## src/rtl/dac_output_conditioner_if.sv

```systemverilog
// Host command bus and sample paths of the DAC output conditioner.
// Host bus: cmd_trig_in is a single-cycle strobe with no back-pressure; every
// strobe is accepted on the edge it is sampled, and a read answers on
// cmd_data_out one cycle later, holding that value until the next read.
interface dac_output_conditioner_if;
  logic        cmd_trig_in;
  logic [15:0] cmd_addr_in;
  logic [15:0] cmd_data_in;
  logic [15:0] cmd_data_out;
  logic [15:0] ch0_in;
  logic [15:0] ch1_in;
  logic [15:0] DAC0_out;
  logic [15:0] DAC1_out;
  logic [5:0]  status_out;

  modport master (
    output cmd_trig_in, cmd_addr_in, cmd_data_in, ch0_in, ch1_in,
    input  cmd_data_out, DAC0_out, DAC1_out, status_out
  );

  modport slave (
    input  cmd_trig_in, cmd_addr_in, cmd_data_in, ch0_in, ch1_in,
    output cmd_data_out, DAC0_out, DAC1_out, status_out
  );
endinterface

```

## src/rtl/dac_output_conditioner.sv

```systemverilog
// Two-channel DAC output conditioner: offset with saturation, window clamp
// and slew-rate limit, configured over the shared host command bus.
module dac_output_conditioner #(
  parameter logic [7:0] GET_CODE = 8'h22,
  parameter logic [7:0] SET_CODE = 8'h23
) (
  input logic                     clk_in,
  input logic                     rst_in,
  dac_output_conditioner_if.slave bus
);
  localparam int NCH = 2;

  // Configuration registers
  logic signed [15:0] ofs_q  [NCH];
  logic signed [15:0] min_q  [NCH];
  logic signed [15:0] max_q  [NCH];
  logic [14:0]        step_q [NCH];
  logic [1:0]         ctrl_q;

  // Status, read data and pipeline-fill tracking
  logic [5:0]  status_q;
  logic [15:0] rd_q;
  logic [2:0]  vld_q;

  // Pipeline registers: S1 offset, S2 clamp, S3 slew (the DAC output)
  logic signed [15:0] s1_q  [NCH];
  logic signed [15:0] s2_q  [NCH];
  logic signed [15:0] out_q [NCH];

  logic [7:0]         idx;
  logic               is_get;
  logic               is_set;
  logic               clr_status;
  logic [15:0]        rd_d;
  logic signed [15:0] in_s   [NCH];
  logic signed [16:0] sum    [NCH];
  logic signed [16:0] diff   [NCH];
  logic signed [16:0] step_s [NCH];
  logic signed [15:0] s1_d   [NCH];
  logic signed [15:0] clip   [NCH];
  logic signed [15:0] s2_d   [NCH];
  logic signed [15:0] out_d  [NCH];
  logic [2:0]         ev     [NCH];
  logic [5:0]         evt;

  assign idx        = bus.cmd_addr_in[7:0];
  assign is_get     = bus.cmd_trig_in && (bus.cmd_addr_in[15:8] == GET_CODE);
  assign is_set     = bus.cmd_trig_in && (bus.cmd_addr_in[15:8] == SET_CODE);
  assign clr_status = is_get && (idx == 8'h09);
  assign in_s[0]    = bus.ch0_in;
  assign in_s[1]    = bus.ch1_in;
  assign evt        = {ev[1], ev[0]};

  // Per-channel datapath: saturating offset, window clamp, slew limit
  always_comb begin
    for (int c = 0; c < NCH; c++) begin
      ev[c]  = 3'b000;
      sum[c] = {in_s[c][15], in_s[c]} + {ofs_q[c][15], ofs_q[c]};
      if (!ctrl_q[c]) begin
        s1_d[c] = '0;
      end else if (sum[c] > 17'sh07FFF) begin
        s1_d[c]  = 16'sh7FFF;
        ev[c][0] = 1'b1;
      end else if (sum[c] < 17'sh18000) begin
        s1_d[c]  = 16'sh8000;
        ev[c][0] = 1'b1;
      end else begin
        s1_d[c] = sum[c][15:0];
      end

      // MAX applied first so that MIN wins on an inverted window
      clip[c]  = (s1_q[c] > max_q[c]) ? max_q[c] : s1_q[c];
      s2_d[c]  = (clip[c] < min_q[c]) ? min_q[c] : clip[c];
      ev[c][1] = (s1_q[c] > max_q[c]) || (clip[c] < min_q[c]);

      // Difference kept in 17 bits; a limited step never overshoots the
      // target, so the output stays inside the 16-bit range
      step_s[c] = {2'b00, step_q[c]};
      diff[c]   = {s2_q[c][15], s2_q[c]} - {out_q[c][15], out_q[c]};
      if (diff[c] > step_s[c]) begin
        out_d[c] = out_q[c] + {1'b0, step_q[c]};
        ev[c][2] = 1'b1;
      end else if (diff[c] < -step_s[c]) begin
        out_d[c] = out_q[c] - {1'b0, step_q[c]};
        ev[c][2] = 1'b1;
      end else begin
        out_d[c] = s2_q[c];
      end
    end
  end

  // Register read multiplexer; unknown indices read as zero
  always_comb begin
    rd_d = 16'h0000;
    case (idx)
      8'h00:   rd_d = ofs_q[0];
      8'h01:   rd_d = ofs_q[1];
      8'h02:   rd_d = min_q[0];
      8'h03:   rd_d = max_q[0];
      8'h04:   rd_d = min_q[1];
      8'h05:   rd_d = max_q[1];
      8'h06:   rd_d = {1'b0, step_q[0]};
      8'h07:   rd_d = {1'b0, step_q[1]};
      8'h08:   rd_d = {14'h0000, ctrl_q};
      8'h09:   rd_d = {10'h000, status_q};
      default: rd_d = 16'h0000;
    endcase
  end

  // Configuration register writes; index 0x09 and unknown indices ignored
  always_ff @(posedge clk_in or posedge rst_in) begin
    if (rst_in) begin
      ofs_q[0]  <= '0;
      ofs_q[1]  <= '0;
      min_q[0]  <= 16'sh8000;
      min_q[1]  <= 16'sh8000;
      max_q[0]  <= 16'sh7FFF;
      max_q[1]  <= 16'sh7FFF;
      step_q[0] <= 15'h7FFF;
      step_q[1] <= 15'h7FFF;
      ctrl_q    <= 2'b11;
    end else if (is_set) begin
      case (idx)
        8'h00:   ofs_q[0]  <= bus.cmd_data_in;
        8'h01:   ofs_q[1]  <= bus.cmd_data_in;
        8'h02:   min_q[0]  <= bus.cmd_data_in;
        8'h03:   max_q[0]  <= bus.cmd_data_in;
        8'h04:   min_q[1]  <= bus.cmd_data_in;
        8'h05:   max_q[1]  <= bus.cmd_data_in;
        8'h06:   step_q[0] <= bus.cmd_data_in[14:0];
        8'h07:   step_q[1] <= bus.cmd_data_in[14:0];
        8'h08:   ctrl_q    <= bus.cmd_data_in[1:0];
        default: ;
      endcase
    end
  end

  // Read data capture and sticky status; a new event beats the read-clear
  always_ff @(posedge clk_in or posedge rst_in) begin
    if (rst_in) begin
      rd_q     <= '0;
      status_q <= '0;
      vld_q    <= '0;
    end else begin
      vld_q <= {vld_q[1:0], 1'b1};
      if (is_get) begin
        rd_q <= rd_d;
      end
      status_q <= (clr_status ? 6'h00 : status_q) | (vld_q[2] ? evt : 6'h00);
    end
  end

  // Pipeline advance; reset drops the output to zero with no slew
  always_ff @(posedge clk_in or posedge rst_in) begin
    if (rst_in) begin
      for (int c = 0; c < NCH; c++) begin
        s1_q[c]  <= '0;
        s2_q[c]  <= '0;
        out_q[c] <= '0;
      end
    end else begin
      for (int c = 0; c < NCH; c++) begin
        s1_q[c]  <= s1_d[c];
        s2_q[c]  <= s2_d[c];
        out_q[c] <= out_d[c];
      end
    end
  end

  assign bus.DAC0_out     = out_q[0];
  assign bus.DAC1_out     = out_q[1];
  assign bus.cmd_data_out = rd_q;
  assign bus.status_out   = status_q;
endmodule

```

## src/flat_wrapper.sv

```systemverilog
// flat-port wrapper written by rule: the top's interface ports become plain ports
module dac_output_conditioner_flat 
#(
  parameter logic [7:0] GET_CODE = 8'h22,
  parameter logic [7:0] SET_CODE = 8'h23
)
  (clk_in, rst_in, bus_cmd_trig_in, bus_cmd_addr_in, bus_cmd_data_in, bus_ch0_in, bus_ch1_in, bus_cmd_data_out, bus_DAC0_out, bus_DAC1_out, bus_status_out);
  dac_output_conditioner_if bus_i ();
  input logic clk_in;
  input logic rst_in;
  input wire logic [$bits(bus_i.cmd_trig_in)-1:0] bus_cmd_trig_in;
  input wire logic [$bits(bus_i.cmd_addr_in)-1:0] bus_cmd_addr_in;
  input wire logic [$bits(bus_i.cmd_data_in)-1:0] bus_cmd_data_in;
  input wire logic [$bits(bus_i.ch0_in)-1:0] bus_ch0_in;
  input wire logic [$bits(bus_i.ch1_in)-1:0] bus_ch1_in;
  output wire logic [$bits(bus_i.cmd_data_out)-1:0] bus_cmd_data_out;
  output wire logic [$bits(bus_i.DAC0_out)-1:0] bus_DAC0_out;
  output wire logic [$bits(bus_i.DAC1_out)-1:0] bus_DAC1_out;
  output wire logic [$bits(bus_i.status_out)-1:0] bus_status_out;
  assign bus_i.cmd_trig_in = bus_cmd_trig_in;
  assign bus_i.cmd_addr_in = bus_cmd_addr_in;
  assign bus_i.cmd_data_in = bus_cmd_data_in;
  assign bus_i.ch0_in = bus_ch0_in;
  assign bus_i.ch1_in = bus_ch1_in;
  assign bus_cmd_data_out = bus_i.cmd_data_out;
  assign bus_DAC0_out = bus_i.DAC0_out;
  assign bus_DAC1_out = bus_i.DAC1_out;
  assign bus_status_out = bus_i.status_out;
  dac_output_conditioner #(.GET_CODE(GET_CODE), .SET_CODE(SET_CODE)) u_core (.clk_in(clk_in), .rst_in(rst_in), .bus(bus_i));
endmodule
```

## config.mk

```make
export PLATFORM = sky130hd
export DESIGN_NAME = dac_output_conditioner_flat
export DESIGN_NICKNAME = d
export VERILOG_FILES = /design/src/rtl/dac_output_conditioner_if.sv /design/src/rtl/dac_output_conditioner.sv /design/src/flat_wrapper.sv
export SDC_FILE = /design/constraint.sdc
export NUM_CORES = 1
export LEC_CHECK = 0
export CORE_MARGIN = 5
export CORE_UTILIZATION = 55
export CTS_CLUSTER_DIAMETER = 60
export DETAILED_ROUTE_END_ITERATION = 7
export PLACE_DENSITY = 0.8
export RECOVER_POWER = 50
export SETUP_SLACK_MARGIN = 0.2
export SLEW_MARGIN = 20
export SYNTH_ARGS = -nofsm -noshare
export SYNTH_HDL_FRONTEND = slang
export SYNTH_SLANG_ARGS = --single-unit
```

## constraint.sdc

```tcl
create_clock -name clk_in -period 9.1 [get_ports clk_in]
set_clock_uncertainty 0.1 [all_clocks]
set_input_delay 1.82 -clock clk_in [delete_from_list [all_inputs] [get_ports clk_in]]
set_output_delay 1.82 -clock clk_in [all_outputs]
set_load 0.005 [all_outputs]
```

=== Yosys cells after proc, flatten, opt, wreduce, memory -nomap -nowiden ===
Cells that the tools add are included.

* Register bits after elaboration: 249
* Input port bits: 67
* Output and inout port bits: 54

* Add/sub/neg operators: 10
* Order comparisons: 12
* Equality and inequality tests: 11
* Mux-type cells: 27
* Bitwise logic cells: 1
* Reduce and logical (&&, ||, !) cells: 15

{| class="wikitable"
|+ Operators by type and width
! operator !! count
|-
| two-way mux 16 bit || 14
|-
| case mux 16 bit (10 select lines) || 1
|-
| adder 16 x 16 -> 17 bit || 2
|-
| > comparator 17 x 16 -> 1 bit || 2
|-
| > comparator 17 x 16 -> 1 bit, second input constant || 2
|-
| less-than comparator 17 x 16 -> 1 bit, second input constant || 2
|-
| less-than comparator 17 bit || 2
|-
| negator 15 -> 17 bit || 2
|-
| subtractor 16 x 16 -> 17 bit || 2
|-
| adder 16 x 15 -> 16 bit || 2
|-
| == test 8 x 3 -> 1 bit, second input constant || 4
|-
| > comparator 16 bit || 2
|-
| less-than comparator 16 bit || 2
|-
| subtractor 16 x 15 -> 16 bit || 2
|-
| AND reduction 2 bit || 9
|-
| == test 8 x 2 -> 1 bit, second input constant || 2
|-
| == test 8 x 4 -> 1 bit, second input constant || 2
|-
| == test 8 x 6 -> 1 bit, second input constant || 2
|-
| two-way mux 6 bit || 2
|-
| two-way mux 1 bit || 10
|-
| == test 8 x 1 -> 1 bit, second input constant || 1
|-
| zero test 8 bit || 1
|-
| OR 6 bit || 1
|-
| logical AND 1 bit || 3
|-
| logical OR 1 bit || 2
|}

=== Longest topological paths before layout ===
* Depth after elaboration: 7
* Depth in mapped cells: 24
* Depth with buffers taken out: 22

=== Worst setup path after synthesis ===
Ideal clock, no wire load.

* Path type: reg-to-reg
* Start: register u_core.max_q[13] (netlist name)
* End: register u_core.s2_q[10] (netlist name)
* Setup time: 125 ps
* Arrival: 4959 ps
* Data required time: 8875 ps
* Setup slack: 3917 ps
* Stages on the path, launching flop included: 20
* Buffers on the path: 2
* Period minus slack after synthesis: 5183 ps
* Path through: dfstp_2 > inv_1 > ha_1 > a21o_1 > a21o_1 > a221o_1 > a211oi_1 > mux2i_2 > clkbuf_1 > mux2_2 > ha_1 > a21o_1 > a21o_1 > a21oi_1 > o21ai_0 > a221oi_1 > nor2_1 > a21oi_2 > buf_4 > mux2_2

{| class="wikitable"
|+ RTL lines
! element !! line !! RTL
|-
| start: declaration || dac_output_conditioner.sv:16 || <nowiki>logic signed [15:0] max_q [NCH];</nowiki>
|-
| end signal: indexed assignment || dac_output_conditioner.sv:164 || <nowiki>s2_q[c] <= s2_d[c];</nowiki>
|-
| end: declaration || dac_output_conditioner.sv:27 || <nowiki>logic signed [15:0] s2_q [NCH];</nowiki>
|}

==> flow_summary.toml <==
[global_route]
grt_overflow = 0
grt.total_usage = 0.309
grt_pass1_wl_mm = 96.1
antenna_found_initial = 0
grt_pass1_vias = 17200
grt_start_max_net_pins = 128

[hold_path]
min-delay-path-class = "register to register"

[clocking]
postCtsSetupBuffers = 0
cts_max_path_buffers = 3
clock_sinks = 249
cts_hold_buffers = 0
numCtsBuffers = 29
root_buffer = "clkbuf_16"
path_clk_slew_ns = 0.06
clkLatencyLatePin_ns = 0.57
htree_levels = 1
cts_tree = "built"
cts_resized = 0

[worst_setup_path]
cp_slowest_cell = "inv_1"
endpoint_kind = "async pin"
required_ns = 9.58
crit_path_start_kind = "input port"
cp_max_fo = 127
arrival_ns = 7.00
critPathMaxStageDelay_ns = 3.38
crit_buf_inv = 3
crit_family = "buffers and inverters"
criticalPathCategory = "input port to async pin"
path_cells = "dlygate4sd3_1, inv_1, buf_4"

[synth]
synth_top_area_cell = "dfrtp_1"
netlist_top_cells_area = "dfrtp_1 (24%), ha_1 (16%), dfstp_2 (8.6%)"
syn_area_um2 = 19700
netlist.area_leader.share = 0.236
yosys.cell_types.count = 80
yosysWarnings = 0
synth_ff_type = "dfrtp_1"
synth.net_count = 2508
synth-async-reset-ratio = 1.00
syn_inst = 2183
synth_edf_count = 0
yosys_register_bits = 249
avgSynthCellArea_um2 = 9.00
ys_seq_area_frac = 0.321

[floorplanning]
ioPinCount = 121
dieArea_um2 = 39600
fp.dieH_um = 199
rows = 69
die_x_um = 199
core_area_um2 = 35400
initial_utilization = 0.555

[final_layout]
fin_nets = 2601
antennaDiodeCount = 0
drive_gt1_frac = 0.112
layout.cells.non_filler = 2759
final_util = 0.629
syn2layout_area_growth_pct = 13.3
fillCellCount = 2904

[drt]
drt-pass1-iter-count = 6
wl_per_cell_um = 22.4
drt_iter0_markers = 1518
vias = 17600
via_per_inst = 6.38
ant_nets = 0
drt-total-wl_mm = 61.7
drc = 0

[pwr]
peakVddDrop_mv = 0.185
power.density_nw_per_um2 = 244
p_leak_nw = 10.5
report.power.total_mw = 5.44

[place]
port_buffers = 120
dp_hpwl_mm = 47.3
dp.cells = 2706
gp_congestion = 1.04

[flow_run]
drv_cap = 1

[status]
violations = "max-capacitance violations, max-slew violations"
status = "complete, but fails checks"

[sta]
timing.fmax_mhz = 153
rsz0062_at_grt = "false"
fin_crit_sh = 0.717
slew_violations = 128
hold_viol_final = 0
tightestPinTransition_ns = 4.90
relSlewSlack = -2.26
hold_slack_ns = 0.253
setup_tns_ns = 0
period_minus_slack_ns = 6.52
setup_viol = 0
[state kept, by name, indices dropped and copies added, names as in the netlist]
name,cells
u_core.bus.DAC0_out,16
u_core.bus.DAC1_out,16
u_core.bus.cmd_data_out,16
u_core.bus.status_out,6
u_core.ctrl_q,2
u_core.max_q,32
u_core.min_q,32
u_core.ofs_q,32
u_core.s1_q,32
u_core.s2_q,32
u_core.step_q,30
u_core.vld_q,3
[stage by stage]
stage / instance area [um2] / worst slack (ns)
5_1_grt: 22300 / 1.53
3_5_place_dp: 21300 / 3.39
4_1_cts: 22300 / 3.35
2_1_floorplan: 19700 / 0.443
3_3_place_gp: 21300 / 3.51
6_report: 22300 / 2.58
[routing by layer]
| metal | share of wire | wire length (um) | global-route usage | vias up |
|---|---|---|---|---|
| li1 | - | - | - | 8129 |
| met1 | 0.43 | 26500 | 0.432 | 8502 |
| met2 | 0.44 | 27300 | 0.487 | 824 |
| met3 | 0.082 | 5090 | 0.0462 | 149 |
| met4 | 0.045 | 2750 | 0.117 | 0 |
| met5 | 0 | 0 | 0 | - |
[cell type report]
type | count | area, um2 | area share
multi-input combinational | 1675 | 12400 | 0.556
inverter | 183 | 687 | 0.0309
tap | 461 | 577 | 0.0259
clock inverter | 14 | 164 | 0.00736
clock buffer | 39 | 803 | 0.0361
sequential | 249 | 6310 | 0.284
timing repair buffer | 138 | 1330 | 0.0599
[final timing paths]
kind,from,endpoint,slack [ns],cells after the start
max,rst_in,u_core.bus.DAC1_out[15]$_DFF_PP0_,2.58,3
min reg2reg,u_core.vld_q[0]$_DFF_PP0_,u_core.vld_q[1]$_DFF_PP0_,0.25,0
min in group asynchronous,rst_in,u_core.ofs_q[18]$_DFFE_PP0P_,3.47,2
min,u_core.vld_q[0]$_DFF_PP0_,u_core.vld_q[1]$_DFF_PP0_,0.25,0
max in group clk_in,u_core.s2_q[16]$_DFF_PP0_,u_core.bus.DAC0_out[15]$_DFF_PP0_,3.25,23
max reg2reg,u_core.s2_q[16]$_DFF_PP0_,u_core.bus.DAC0_out[15]$_DFF_PP0_,3.25,23
[cell usage after synthesis, drive strengths merged, types with 8 or more instances]
| cell type | n |
|---|---|
| nor3 | 48 |
| or3 | 22 |
| a31oi | 11 |
| nor3b | 8 |
| o211ai | 11 |
| o21bai | 16 |
| nand2 | 192 |
| a22o | 22 |
| and2 | 13 |
| a21o | 36 |
| a21oi | 153 |
| o21a | 23 |
| nand3 | 41 |
| nand2b | 36 |
| xnor2 | 50 |
| a22oi | 25 |
| and3 | 8 |
| o21ai | 169 |
| o31ai | 14 |
| o22ai | 18 |
| dfstp | 64 |
| buf | 18 |
| dfrtp | 185 |
| inv | 183 |
| nand4 | 26 |
| clkbuf | 58 |
| nor2b | 42 |
| a222oi | 14 |
| nor2 | 123 |
| mux2 | 104 |
| ha | 250 |
| xor2 | 22 |
| mux2i | 26 |
| a221oi | 8 |
| a211oi | 14 |
| nor4 | 8 |
| fa | 8 |
| a221o | 13 |
[where the power goes]
part	leakage (nW)	switching [mW]	total (mW)	internal, mW
Sequential	2.78	0.0769	1.26	1.19
Clock	0.469	0.500	1.21	0.705
Combinational	7.22	1.70	2.97	1.27
[cells in the final DEF, fill, tap and decap left out, types with 26 or more instances in the layout]
cell,count
nand2b_1,36
nand3_1,41
xnor2_1,50
mux2_2,91
nor3_1,43
dlygate4sd3_1,56
nor2_1,122
a21oi_1,151
dfstp_2,64
o21ai_0,168
nor2b_1,42
a21o_1,36
nand2_1,192
ha_1,250
inv_1,183
dfrtp_1,185
nand4_1,26
clkdlybuf4s50_1,64
clkbuf_16,29
[cells by family after synthesis]
| logic type | count (synthesis) | synth area share |
|---|---|---|
| buf+inv | 259 | 0.0513 |
| simple gates | 589 | 0.144 |
| xor+xnor | 72 | 0.0321 |
| flops | 249 | 0.321 |
| fa+ha+maj | 258 | 0.167 |
| compound gates | 625 | 0.208 |
| other cells | 1 | 0.000191 |
| mux | 130 | 0.0755 |
Power figures use the tool's default switching activity.
